--- src/rtl/debounced_logic_gate.sv ---
`default_nettype none
// ============================================================================
// Module   : debounced_logic_gate
// Purpose  : Synchronises and debounces WIDTH raw switch/button inputs, then
//            reduces the clean bits with a runtime-selected logic function.
//            The result is registered onto a single output (typically an LED),
//            and every transition of that output is counted.
//
// Ports    : clk        - system clock
//            rst        - synchronous reset, active-high; dominates all events
//            in_raw     - [WIDTH] asynchronous raw switch/button inputs
//            mode       - [3] function select, sampled every cycle
//                           0 AND, 1 OR, 2 XOR, 3 NAND, 4 NOR, 5 XNOR,
//                           6 pass in_db[0], 7 constant 0
//            in_db      - [WIDTH] debounced input state
//            out        - registered result of the selected function
//            toggles    - [COUNT_W] out transitions since reset (wraps)
//            rise_pulse - [WIDTH] one-cycle pulse per 0->1 change of in_db
//                         (present only when the macro below is defined)
//
// Optional : DEBOUNCED_LOGIC_GATE_EDGE_PULSE_EN adds the rise_pulse output.
//
// Revision : 1.0 - initial release
// ============================================================================

module debounced_logic_gate #(
  parameter int WIDTH           = 2,  // number of input channels (>=1)
  parameter int DEBOUNCE_CYCLES = 4,  // stable cycles needed to accept a change (>=1)
  parameter int COUNT_W         = 8   // width of the transition counter
) (
  input  logic               clk,
  input  logic               rst,
  input  logic [WIDTH-1:0]   in_raw,
  input  logic [2:0]         mode,
  output logic [WIDTH-1:0]   in_db,
  output logic               out,
  output logic [COUNT_W-1:0] toggles
`ifdef DEBOUNCED_LOGIC_GATE_EDGE_PULSE_EN
  ,
  output logic [WIDTH-1:0]   rise_pulse
`endif
);

  // Counter only has to reach DEBOUNCE_CYCLES-1; sizing for DEBOUNCE_CYCLES
  // keeps the width >=1 even when DEBOUNCE_CYCLES is 1.
  localparam int                  c_cnt_w    = $clog2(DEBOUNCE_CYCLES + 1);
  localparam logic [c_cnt_w-1:0]  c_cnt_term = c_cnt_w'(DEBOUNCE_CYCLES - 1);
  localparam logic [c_cnt_w-1:0]  c_cnt_one  = c_cnt_w'(1);
  localparam logic [COUNT_W-1:0]  c_tog_one  = COUNT_W'(1);

  // --------------------------------------------------------------------------
  // Two-flop synchroniser per channel
  // --------------------------------------------------------------------------
  logic [WIDTH-1:0] sync1_q;
  logic [WIDTH-1:0] sync2_q;

  always_ff @(posedge clk) begin
    if (rst) begin
      sync1_q <= '0;
      sync2_q <= '0;
    end else begin
      sync1_q <= in_raw;
      sync2_q <= sync1_q;
    end
  end

  // --------------------------------------------------------------------------
  // Debounce: each channel counts consecutive cycles where the synchronised
  // input disagrees with the accepted state. Any agreement restarts the count,
  // so a glitch shorter than DEBOUNCE_CYCLES never reaches in_db.
  // --------------------------------------------------------------------------
  logic [WIDTH-1:0]   db_q;
  logic [WIDTH-1:0]   db_d;
  logic [c_cnt_w-1:0] cnt_q [WIDTH];
  logic [c_cnt_w-1:0] cnt_d [WIDTH];

  always_comb begin
    db_d = db_q;
    for (int i = 0; i < WIDTH; i++) begin
      cnt_d[i] = '0;
      if (sync2_q[i] != db_q[i]) begin
        if (cnt_q[i] == c_cnt_term) begin
          // Terminal count: accept the new level, counter returns to 0.
          db_d[i] = sync2_q[i];
        end else begin
          cnt_d[i] = cnt_q[i] + c_cnt_one;
        end
      end
    end
  end

  always_ff @(posedge clk) begin
    if (rst) begin
      db_q <= '0;
      for (int i = 0; i < WIDTH; i++) begin
        cnt_q[i] <= '0;
      end
    end else begin
      db_q <= db_d;
      for (int i = 0; i < WIDTH; i++) begin
        cnt_q[i] <= cnt_d[i];
      end
    end
  end

  // --------------------------------------------------------------------------
  // Selected logic function, evaluated on the registered debounced state so
  // that simultaneous channel updates are seen together one edge later.
  // --------------------------------------------------------------------------
  logic out_q;
  logic out_d;

  always_comb begin
    out_d = 1'b0;
    case (mode)
      3'd0:    out_d =  (&db_q);
      3'd1:    out_d =  (|db_q);
      3'd2:    out_d =  (^db_q);
      3'd3:    out_d = ~(&db_q);
      3'd4:    out_d = ~(|db_q);
      3'd5:    out_d = ~(^db_q);
      3'd6:    out_d =  db_q[0];
      default: out_d = 1'b0;
    endcase
  end

  // --------------------------------------------------------------------------
  // Output register and transition counter (free-running wrap)
  // --------------------------------------------------------------------------
  logic [COUNT_W-1:0] tog_q;
  logic [COUNT_W-1:0] tog_d;

  always_comb begin
    tog_d = tog_q;
    if (out_d != out_q) begin
      tog_d = tog_q + c_tog_one;
    end
  end

  always_ff @(posedge clk) begin
    if (rst) begin
      out_q <= 1'b0;
      tog_q <= '0;
    end else begin
      out_q <= out_d;
      tog_q <= tog_d;
    end
  end

`ifdef DEBOUNCED_LOGIC_GATE_EDGE_PULSE_EN
  // --------------------------------------------------------------------------
  // Rising-edge pulse: registered alongside in_db, so it is high during the
  // cycle right after the edge where in_db goes 0->1.
  // --------------------------------------------------------------------------
  logic [WIDTH-1:0] rise_q;

  always_ff @(posedge clk) begin
    if (rst) begin
      rise_q <= '0;
    end else begin
      rise_q <= db_d & ~db_q;
    end
  end

  assign rise_pulse = rise_q;
`endif

  assign in_db   = db_q;
  assign out     = out_q;
  assign toggles = tog_q;

endmodule

`default_nettype wire

--- config.mk ---
export PLATFORM = sky130hd
export DESIGN_NAME = debounced_logic_gate
export DESIGN_NICKNAME = d
export VERILOG_FILES = /design/src/rtl/debounced_logic_gate.sv
export SDC_FILE = /design/constraint.sdc
export NUM_CORES = 1
export LEC_CHECK = 0
export ABC_CLOCK_PERIOD_IN_PS = 4140
export CAP_MARGIN = 5
export CORE_MARGIN = 2
export CORE_UTILIZATION = 35
export CTS_CLUSTER_DIAMETER = 50
export DETAILED_ROUTE_END_ITERATION = 6
export PLACE_DENSITY_LB_ADDON = 0.3
export SYNTH_ARGS = -nofsm -noshare
export SYNTH_HDL_FRONTEND = slang
export SYNTH_SLANG_ARGS = --single-unit
export TNS_END_PERCENT = 100
--- constraint.sdc ---
create_clock -name clk -period 4.14 [get_ports clk]
set_input_delay 0.828 -clock clk [delete_from_list [all_inputs] [get_ports clk]]
set_output_delay 0.828 -clock clk [all_outputs]
set_load 0.01 [all_outputs]
; After elaboration in Yosys (flattened, before gate mapping)
; Memories as Yosys holds them, arrays and structs flattened.
; Cells that the tools add are included.
; Widths: inputs -> output; s select.
[word_totals]
register_bits = 15
ramBits = 6
input_bits = 7
output_inout_bits = 11
wordCells = 42
mem_count = 1
[memory_table]
columns = memory, depth, width, rd, rd_clocked_by_memory_dff, write_ports, line
row1 = cnt_q, 2, 3, 2, 0, 2, 74  ; logic [c_cnt_w-1:0] cnt_q [WIDTH];
[op_classes]
addsub = 3
eq_ne = 11
mux = 10
n_bitwise = 5
n_reduce_logical = 6
[op_table]
columns = op, n
row1 = $mux 3, 6
row2 = $eq 3x2->1 const B, 4
row3 = $eq 3x3->1 const B, 3
row4 = $add 8x1->8 const B, 1
row5 = $pmux 1 s7, 1
row6 = $add 3x1->3 const B, 2
row7 = $reduce_and 2->1, 3
row8 = $eq 3x1->1 const B, 1
row9 = $logic_not 3->1, 1
row10 = $mux 1, 3
row11 = $ne 1x1->1, 3
row12 = $not 1->1, 3
row13 = $or 1x1->1, 2
row14 = $reduce_or 2->1, 1
row15 = $reduce_xor 2->1, 1

; Depth between registers and ports, before layout
[depth]
depth_word = 4
mapped_depth = 8

; Worst setup path before layout
; No wires, ideal clock.
[synth_timing]
kind = input port to flip-flop
from = input mode[1]
to = register tog_q[2], in the netlist toggles[2]
setup_time_ns = 0.071
arrival_ns = 2.329
slack_ns = 1.741
path_stages = 6
path_buffers = 1
cell_sequence = mux2_1 -> mux4_2 -> xnor2_2 -> buf_6 -> or3_1 -> a21oi_1
[synth_between]
elab_chain_len = 3
[synth_rtl]
columns = item, line
row1 = from (decl), 34  ; input logic [2:0] mode,
row2 = "$eq 3x3->1, or another cell as far along", 115  ; case (mode)
row3 = $pmux 1 s7 *, 115
row4 = $ne 1x1->1 *, 135  ; if (out_d != out_q) begin
row5 = to (signal assigned), 146  ; tog_q <= tog_d;
row6 = to (decl), 130  ; logic [COUNT_W-1:0] tog_q;
; Mark *: on every way between the ends. The rest lies on a longest branch, timed or not.
; A chain may end at the register's enable or synchronous reset.

; Worst setup path in the final report
[layout_timing]
from = input mode[1]
to = register tog_q[5], in the netlist toggles[5]
; Same word-level chain as after synthesis.

==> results.toml <==
[power_and_ir_drop]
vdd_drop_max_mv = 0.163
leakagePower_nw = 0.406
p_per_area_mw_per_mm2 = 314

[clocking]
cts-root-buf = "clkbuf_4"
cts-buffers-inserted = 3
cts_num_sinks = 21
clk_latency_ns = 0.28
cts_max_level = 1
clkTransAtPathRegs_ns = 0.10
cts.repair.resized = 0
cts_buffer_depth = 2
hold_buffers = 0
post_cts_buffers = 0
cts_tree = "done"

[min_path]
worstHoldPathType = "reg2reg"
min_from = "cnt_q[0][3]"
hold_depth = 1
worstHoldEndpoint = "cnt_q[0][3]"

[routing]
drtIter0Drc = 10
ant_nets = 0
vias = 688
vias_per_cell = 4.88
firstDrtPassIters = 4
wl_per_cell_um = 10.3
wl_um = 1450
drcViolationCount = 0

[floorplan]
start_util_pct = 36.6
die_w_um = 54.7
die-area_sq_mm = 0.00299
die_h_um = 54.7
num_rows = 18
core_sq_mm = 0.00245
io_pins = 18

[setup_path]
r2r_start = "in_db[0]"
worstPathArrival_ns = 3.09
regToRegEndpoint = "toggles[5]"
cp.required_ns = 4.35
reg2reg_depth = 7
worst-setup-path-type = "in2reg"
worstPathMaxFanout = 14
start_kind = "input pin"
reg2reg_slack_ns = 1.56
critical_path.endpoint_type = "flip-flop"

[global_routing]
antenna_found_initial = 0
grt_pass1_vias = 620
grt_overflow = 0
grt_use_total_pct = 11.6
grt_pass1_wl_um = 2480
grt_max_degree = 18

[job]
drv_cap = 0

[cells_and_area]
final_nets = 126
final_common_cell = "dfxtp_1"
mostFrequentLayoutCells = "dfxtp_1, clkdlybuf4s50_1, nor2_1"
register_area_sq_um = 420
drive_gt1_share_pct = 4.50
fillers = 241
area_growth_syn_to_layout_pct = 24.3
fin_util_pct = 45.6
antenna_cells = 0
multiInputGateArea_sq_um = 434

[logic_synthesis]
yosysWarnings = 0
syn_inst = 92
ys_seq_area_share_pct = 46.7
syn-cell-area_sq_um = 900
synthesis.nets = 106
yosys_register_bits = 21
ys_types = 21
synth_area_per_cell_sq_um = 9.78

[sta]
finalCritPeriodShare_pct = 69.7
slew_violations = 0
setup_viol = 0
hold_viol = 0
relSlewSlack_pct = 60.3
final.setup.tns_ns = 0
finClkSkew_ns = 0.00109
fmax_mhz = 347
worst_slew_pin_slew_ns = 0.593
rsz0062_at_grt = "false"
fin_crit_ns = 2.88

[placement]
place.port_buffers = 17
place.gp.congestion = 0.669
place_hpwl_um = 1140

[run_status]
status = "finished clean"
==> cells in the mapped netlist <==
| master | number | area share (%) |
|---|---|---|
| xor2_1 | 1 | 0.97 |
| inv_1 | 8 | 3.3 |
| o21ai_1 | 5 | 2.8 |
| nand2_1 | 2 | 0.83 |
| mux4_2 | 1 | 2.5 |
| ha_1 | 7 | 9.7 |
| or3_1 | 7 | 4.9 |
| xnor2_2 | 1 | 1.8 |
| buf_6 | 1 | 1.3 |
| xnor2_1 | 2 | 1.9 |
| nor2b_1 | 5 | 3.5 |
| o31ai_1 | 1 | 0.83 |
| dfxtp_1 | 21 | 47 |
| mux2i_1 | 4 | 4.5 |
| mux2_1 | 2 | 2.5 |
| or4_1 | 1 | 0.83 |
| nand4_1 | 1 | 0.70 |
| a21oi_1 | 6 | 3.3 |
| nand3_1 | 3 | 1.7 |
| nor2_1 | 12 | 5.0 |
| clkbuf_1 | 1 | 0.42 |
==> worst max path at each step <==
stage | start | to
detailed placement | mode[1] | toggles[5]
global route | mode[1] | toggles[5]
floorplan | mode[1] | toggles[2]
CTS | mode[1] | toggles[5]
global placement | mode[1] | toggles[5]
finish | mode[1] | toggles[5]
==> power by group <==
part / internal, W / total (W) / switching [W]
sequential: 0.000209 / 0.000217 / 0.00000839
combinational: 0.0000239 / 0.0000436 / 0.0000197
clock: 0.0000373 / 0.0000901 / 0.0000527
==> cell families (layout without fill, tap and decap cells) <==
kind of cell	after synthesis	after routing	share of synthesized area, %
xor+xnor	4	4	4.73
simple gates	31	31	17.4
mux	7	7	9.46
compound gates	12	12	6.95
buf+inv	10	29	5.01
flops	21	21	46.7
fa+ha+maj	7	7	9.74
==> flip-flops by register name, indices dropped and copies added, names as in the netlist <==
name	count
cnt_q	6
in_db	2
out	1
sync1_q	2
sync2_q	2
toggles	8
==> routing by layer <==
| metal | global-route usage, % | part of all wire, % | routed length [um] | up-vias |
|---|---|---|---|---|
| met5 | 0 | 0 | 0 | - |
| met4 | 3.75 | 0.97 | 14 | 0 |
| met3 | 3.55 | 7.0 | 102 | 2 |
| met2 | 18.8 | 44 | 642 | 21 |
| met1 | 14.4 | 48 | 690 | 317 |
| li1 | - | - | - | 348 |
==> worst max-delay path, cell delays in order <==
cell and delay, ns:
clkdlybuf4s50_1 0.55, mux2_1 0.33, mux4_2 0.50, xnor2_2 0.27, or4_1 0.45, a21oi_1 0.16
==> layout make-up <==
cell class | instances | area share [%]
Clock buffer | 4 | 2.35
Multi-Input combinational cell | 61 | 38.8
Tap cell | 30 | 3.36
Sequential cell | 21 | 37.6
Inverter | 8 | 2.68
Timing Repair Buffer | 17 | 15.2
==> per-stage QoR <==
| step | std cells | total power [W] | hold WS, ns | area, sq um | worst slack (ns) |
|---|---|---|---|---|---|
| 2_1_floorplan | 92 | 0.000248 | 0.399 | 900 | 1.74 |
| 3_3_place_gp | 137 | 0.000264 | 0.406 | 1090 | 1.03 |
| 3_5_place_dp | 137 | 0.000266 | 0.416 | 1090 | 0.953 |
| 4_1_cts | 141 | 0.000360 | 0.432 | 1120 | 1.26 |
| 5_1_grt | 141 | 0.000377 | 0.450 | 1120 | 1.17 |
| 6_report | 141 | 0.000351 | 0.427 | 1120 | 1.26 |
Power figures use the tool's default switching activity.
